**src/rtl/shift_sequencer.sv**
```systemverilog
// rtl/shift_sequencer.sv - multi-pass shift sequencer driving an external 2-bit barrel shifter
// Optional out_zero result flag enabled by macro SHIFT_SEQUENCER_ZERO_FLAG_EN.
module shift_sequencer #(
    parameter int STEP_MAX = 3
) (
    input  logic       clk,
    input  logic       rst,
    input  logic       in_valid,
    output logic       in_ready,
    input  logic [7:0] in_data,
    input  logic [1:0] in_mode,
    input  logic [3:0] in_amt,
    output logic [7:0] sh_data_in,
    output logic [1:0] sh_mode,
    output logic [1:0] sh_size,
    input  logic [7:0] sh_data_out,
    output logic       out_valid,
    input  logic       out_ready,
    output logic [7:0] out_data,
`ifdef SHIFT_SEQUENCER_ZERO_FLAG_EN
    output logic       out_zero,
`endif
    output logic       busy
);

    typedef enum logic [1:0] {IDLE, RUN, DONE} state_t;

    localparam logic [3:0] STEP = 4'(STEP_MAX);

    state_t     state_q, state_d;
    logic [7:0] acc_q, acc_d;
    logic [1:0] mode_q, mode_d;
    logic [3:0] rem_q, rem_d;
    logic [7:0] sh_data_in_q, sh_data_in_d;
    logic [1:0] sh_mode_q, sh_mode_d;
    logic [1:0] sh_size_q, sh_size_d;
    logic [7:0] out_data_q, out_data_d;
    logic       out_valid_q, out_valid_d;
    logic       busy_q, busy_d;
    logic       in_ready_q, in_ready_d;
    logic       zero_q, zero_d;
    logic [3:0] rem_nxt;

    function automatic logic [1:0] step_of(input logic [3:0] r);
        if (r > STEP) return STEP[1:0];
        return r[1:0];
    endfunction

    always_comb begin
        state_d      = state_q;
        acc_d        = acc_q;
        mode_d       = mode_q;
        rem_d        = rem_q;
        sh_data_in_d = sh_data_in_q;
        sh_mode_d    = sh_mode_q;
        sh_size_d    = sh_size_q;
        out_data_d   = out_data_q;
        out_valid_d  = out_valid_q;
        busy_d       = busy_q;
        in_ready_d   = in_ready_q;
        zero_d       = zero_q;
        rem_nxt      = rem_q - {2'b00, sh_size_q};
        case (state_q)
            IDLE: begin
                if (in_valid) begin
                    acc_d      = in_data;
                    mode_d     = in_mode;
                    rem_d      = in_amt;
                    busy_d     = 1'b1;
                    in_ready_d = 1'b0;
                    if (in_amt != 4'd0) begin
                        state_d      = RUN;
                        sh_data_in_d = in_data;
                        sh_mode_d    = in_mode;
                        sh_size_d    = step_of(in_amt);
                    end else begin
                        state_d     = DONE;
                        out_valid_d = 1'b1;
                        out_data_d  = in_data;
                        zero_d      = (in_data == 8'h00);
                    end
                end
            end
            RUN: begin
                acc_d = sh_data_out;
                rem_d = rem_nxt;
                if (rem_nxt == 4'd0) begin
                    state_d     = DONE;
                    sh_size_d   = 2'd0;
                    out_valid_d = 1'b1;
                    out_data_d  = sh_data_out;
                    zero_d      = (sh_data_out == 8'h00);
                end else begin
                    // Next pass is presented from registers, never from sh_data_out directly
                    sh_data_in_d = sh_data_out;
                    sh_size_d    = step_of(rem_nxt);
                end
            end
            DONE: begin
                if (out_ready) begin
                    state_d     = IDLE;
                    out_valid_d = 1'b0;
                    busy_d      = 1'b0;
                    in_ready_d  = 1'b1;
                    zero_d      = 1'b0;
                end
            end
            default: state_d = IDLE;
        endcase
    end

    always_ff @(posedge clk or posedge rst) begin
        if (rst) begin
            state_q      <= IDLE;
            acc_q        <= 8'h00;
            mode_q       <= 2'd0;
            rem_q        <= 4'd0;
            sh_data_in_q <= 8'h00;
            sh_mode_q    <= 2'd0;
            sh_size_q    <= 2'd0;
            out_data_q   <= 8'h00;
            out_valid_q  <= 1'b0;
            busy_q       <= 1'b0;
            in_ready_q   <= 1'b1;
            zero_q       <= 1'b0;
        end else begin
            state_q      <= state_d;
            acc_q        <= acc_d;
            mode_q       <= mode_d;
            rem_q        <= rem_d;
            sh_data_in_q <= sh_data_in_d;
            sh_mode_q    <= sh_mode_d;
            sh_size_q    <= sh_size_d;
            out_data_q   <= out_data_d;
            out_valid_q  <= out_valid_d;
            busy_q       <= busy_d;
            in_ready_q   <= in_ready_d;
            zero_q       <= zero_d;
        end
    end

    assign in_ready   = in_ready_q;
    assign sh_data_in = sh_data_in_q;
    assign sh_mode    = sh_mode_q;
    assign sh_size    = sh_size_q;
    assign out_valid  = out_valid_q;
    assign out_data   = out_data_q;
    assign busy       = busy_q;
`ifdef SHIFT_SEQUENCER_ZERO_FLAG_EN
    assign out_zero   = zero_q;
`else
    logic unused_zero;
    assign unused_zero = zero_q;
`endif

endmodule

```
**config.mk**
```make
export PLATFORM = sky130hd
export DESIGN_NAME = shift_sequencer
export DESIGN_NICKNAME = d
export VERILOG_FILES = /design/src/rtl/shift_sequencer.sv
export SDC_FILE = /design/constraint.sdc
export NUM_CORES = 1
export LEC_CHECK = 0
export BUFFER_PORTS_ARGS = -buffer_cell sky130_fd_sc_hd__clkbuf_2
export CAP_MARGIN = 20
export CELL_PAD_IN_SITES_DETAIL_PLACEMENT = 1
export CELL_PAD_IN_SITES_GLOBAL_PLACEMENT = 1
export CORE_UTILIZATION = 40
export CTS_BUF_LIST = sky130_fd_sc_hd__clkbuf_4
export DETAILED_ROUTE_END_ITERATION = 10
export PLACE_DENSITY_LB_ADDON = 0.12
export SLEW_MARGIN = 20
export SYNTH_ARGS = -nofsm -noshare
export SYNTH_HDL_FRONTEND = slang
export SYNTH_SLANG_ARGS = --single-unit
```
**constraint.sdc**
```tcl
create_clock -name clk -period 3.8 [get_ports clk]
set_clock_uncertainty 0.1 [all_clocks]
set_input_delay 0.38 -clock clk [delete_from_list [all_inputs] [get_ports clk]]
set_output_delay 0.38 -clock clk [all_outputs]
set_load 0.02 [all_outputs]
```
==> out/results.ini <==
[routing]
routed_via_density = 5.164
ant_nets = 0
drt_pass1_iterations = 4
drc_errors = 0
via_count = 1162
routedWlPerCell_um = 15.66
drt-total-wl_um = 3523
first_iter_violations = 87

[logic_synthesis]
synth_flop_cell = dfrtp_1
synth.yosys.seq_area_share = 0.5022
synth_cell_types = 29
syn_inst = 124
syn_area_per_cell_um2 = 11.67
synth_fp_nets = 153
netlist_area_um2 = 1448
ys_warn_count = 0
synth_edf_count = 0
async_reset_ff_frac = 1.000
ys_ff_latch = 29

[worst_hold_path]
min_path_type = in -> reg
worstHoldPathCells = 2
worstHoldEndpoint = sh_mode[0]
hp-start = in_mode[0]

[critical_path]
critPathLaunchType = flop
crit_arrival_ps = 2680
reg2reg_depth = 6
rrSetupSlack_ps = 1230
critPathKind = reg -> reg
r2r-start = sh_size[0]
worstPathRequired_ps = 3910
r2r_end = out_data[0]
crit_fanout = 10
end_kind = flop

[placed_design]
dpl.hpwl_um = 2668
placed_area_um2 = 1758
place_inst = 216
place.gp.congestion = 0.8773
port_buffers = 48

[cts]
path_clk_slew_ps = 100
clock-sinks = 29
cts-buffers-inserted = 5
htree_levels = 2
clockBufferDepth = 2
cts_tree = done
clock-root-buffer = clkbuf_4
ctsResizeCount = 0
clk_latency_ps = 330
cts_setup_buffers = 0

[global_route]
overflow = 0
grt_usage = 0.1998
antenna_found_initial = 0
grt_first_pass_wirelength_um = 5851
grt_pass1_vias = 1215
grt_max_degree = 19

[final_layout]
seq_area_um2 = 726.9
nFillCells = 394
multi_input_area_um2 = 668.1
syn_to_final_growth_pct = 25.58
nNetsFinal = 207
postLayoutCellArea_um2 = 1818
antenna_cells = 0
drive_gt1_frac = 0.4860
final_cells = 225
final_core_util = 0.5364

[job]
cap_viol_max_count = 0

[power_and_ir_drop]
ir_drop_v = 0.0004178
power.density_nw_per_um2 = 983.2
p_leak_uw = 0.0008838

[timing]
tightestPinTransition_ps = 628.6
fmaxAchievable_mhz = 389.5
drv_slew = 0
hold_violations = 0
rsz0062_at_grt = false
setup_viol = 0
period_needed_ps = 2567
setup_tns_ps = 0
relSlewSlack = 0.5809
period_share = 0.6756

[floorplan]
die_w_um = 62.16
die_h_um = 62.16
std_cell_rows = 21
initial_core_util = 0.4271
core_area_um2 = 3390
pin_count = 49
dieArea_um2 = 3864

[status]
status = finished clean

-- per-layer routing --
metal  vias to the layer above  global-route usage  part of all wire
met3                         4             0.05147             0.039
met4                         0             0.06105             0.012
met5                         -                   0                 0
li1                        552                   -                 -
met1                       575              0.2470              0.44
met2                        31              0.3420              0.51
-- cell type report --
| type | count | area share |
|---|---|---|
| inverters | 8 | 0.01652 |
| flip-flops and latches | 29 | 0.3999 |
| repair buffers | 51 | 0.1569 |
| clock inverters | 3 | 0.006882 |
| well taps | 46 | 0.03166 |
| multi-input cells | 83 | 0.3675 |
| clock buffers | 5 | 0.02065 |
-- power breakdown --
group          internal, µW  switching [µW]
Clock                  66.8             109
Sequential              469             116
Combinational           482             545
Total                  1020             770
-- sequential cells by signal (all words and copies together) (netlist names) --
name / count
busy: 1
in_ready: 1
out_data: 8
out_valid: 1
rem_q: 4
sh_data_in: 8
sh_mode: 2
sh_size: 2
state_q: 2
-- Yosys cell counts, types with 3 or more instances --
cell type,instances,area share
nor2_1,6,0.016
clkbuf_1,3,0.0078
nand2_1,9,0.023
dfrtp_1,28,0.48
o22ai_1,4,0.017
mux2_4,8,0.083
mux2_2,18,0.14
inv_1,8,0.021
a21oi_1,6,0.021
o21ai_0,11,0.038
-- cells by family (layout without fill, tap and decap cells) --
group | count (synthesis) | count (layout) | synth area share
flip-flops | 29 | 29 | 0.5022
adder cells (fa/ha/maj) | 3 | 3 | 0.03111
AO/OA/AOI/OAI | 29 | 29 | 0.1210
AND/OR/NAND/NOR | 24 | 24 | 0.07952
buffers and inverters | 12 | 67 | 0.03630
multiplexers | 27 | 27 | 0.2299
-- through the flow --
step / hold slack (ps) / power [µW] / worst slack [ps]
after floorplan: 357.4 / 1343 / 1483
after global placement: 369.5 / 1577 / 1332
after detailed placement: 343.8 / 1623 / 1240
after CTS: 159.8 / 1805 / 1216
after global routing: 152.6 / 1913 / 1073
final: 169.5 / 1787 / 1233
-- layout by cell type (no fill, tap or decap), drive strengths merged, types with 2 or more instances in the layout --
cell type and n:
nand2 9, a31oi 2, dfrtp 28, nor2 6
o22a 2, or3 2, buf 2, clkinv 3
o21ai 11, clkbuf 53, a21oi 6, o22ai 4
a31o 2, mux2 26, inv 8, nor2b 2
ha 2
-- worst max-delay path by stage --
stage,from,cells after the start,endpoint
2_1_floorplan,sh_size[1],8,out_data[0]
3_3_place_gp,sh_size[1],7,out_data[7]
3_5_place_dp,sh_size[0],6,out_data[0]
4_1_cts,sh_size[0],6,out_data[5]
5_1_grt,sh_size[1],7,out_data[0]
6_report,sh_size[0],6,out_data[0]
-- repair_timing --
action | in CTS | in global routing
hold buffers | 1 | 0
setup endpoints to repair | 0 | 0
hold endpoints to repair | 10 | 0
-- worst max-delay path: stages, from the launching register on --
cell and delay, ps:
dfrtp_1 410, ha_1 230, fa_1 380, nor2_1 150, a31o_1 230, and3_1 580
mux2_4 350
Power figures use the tool's default switching activity.
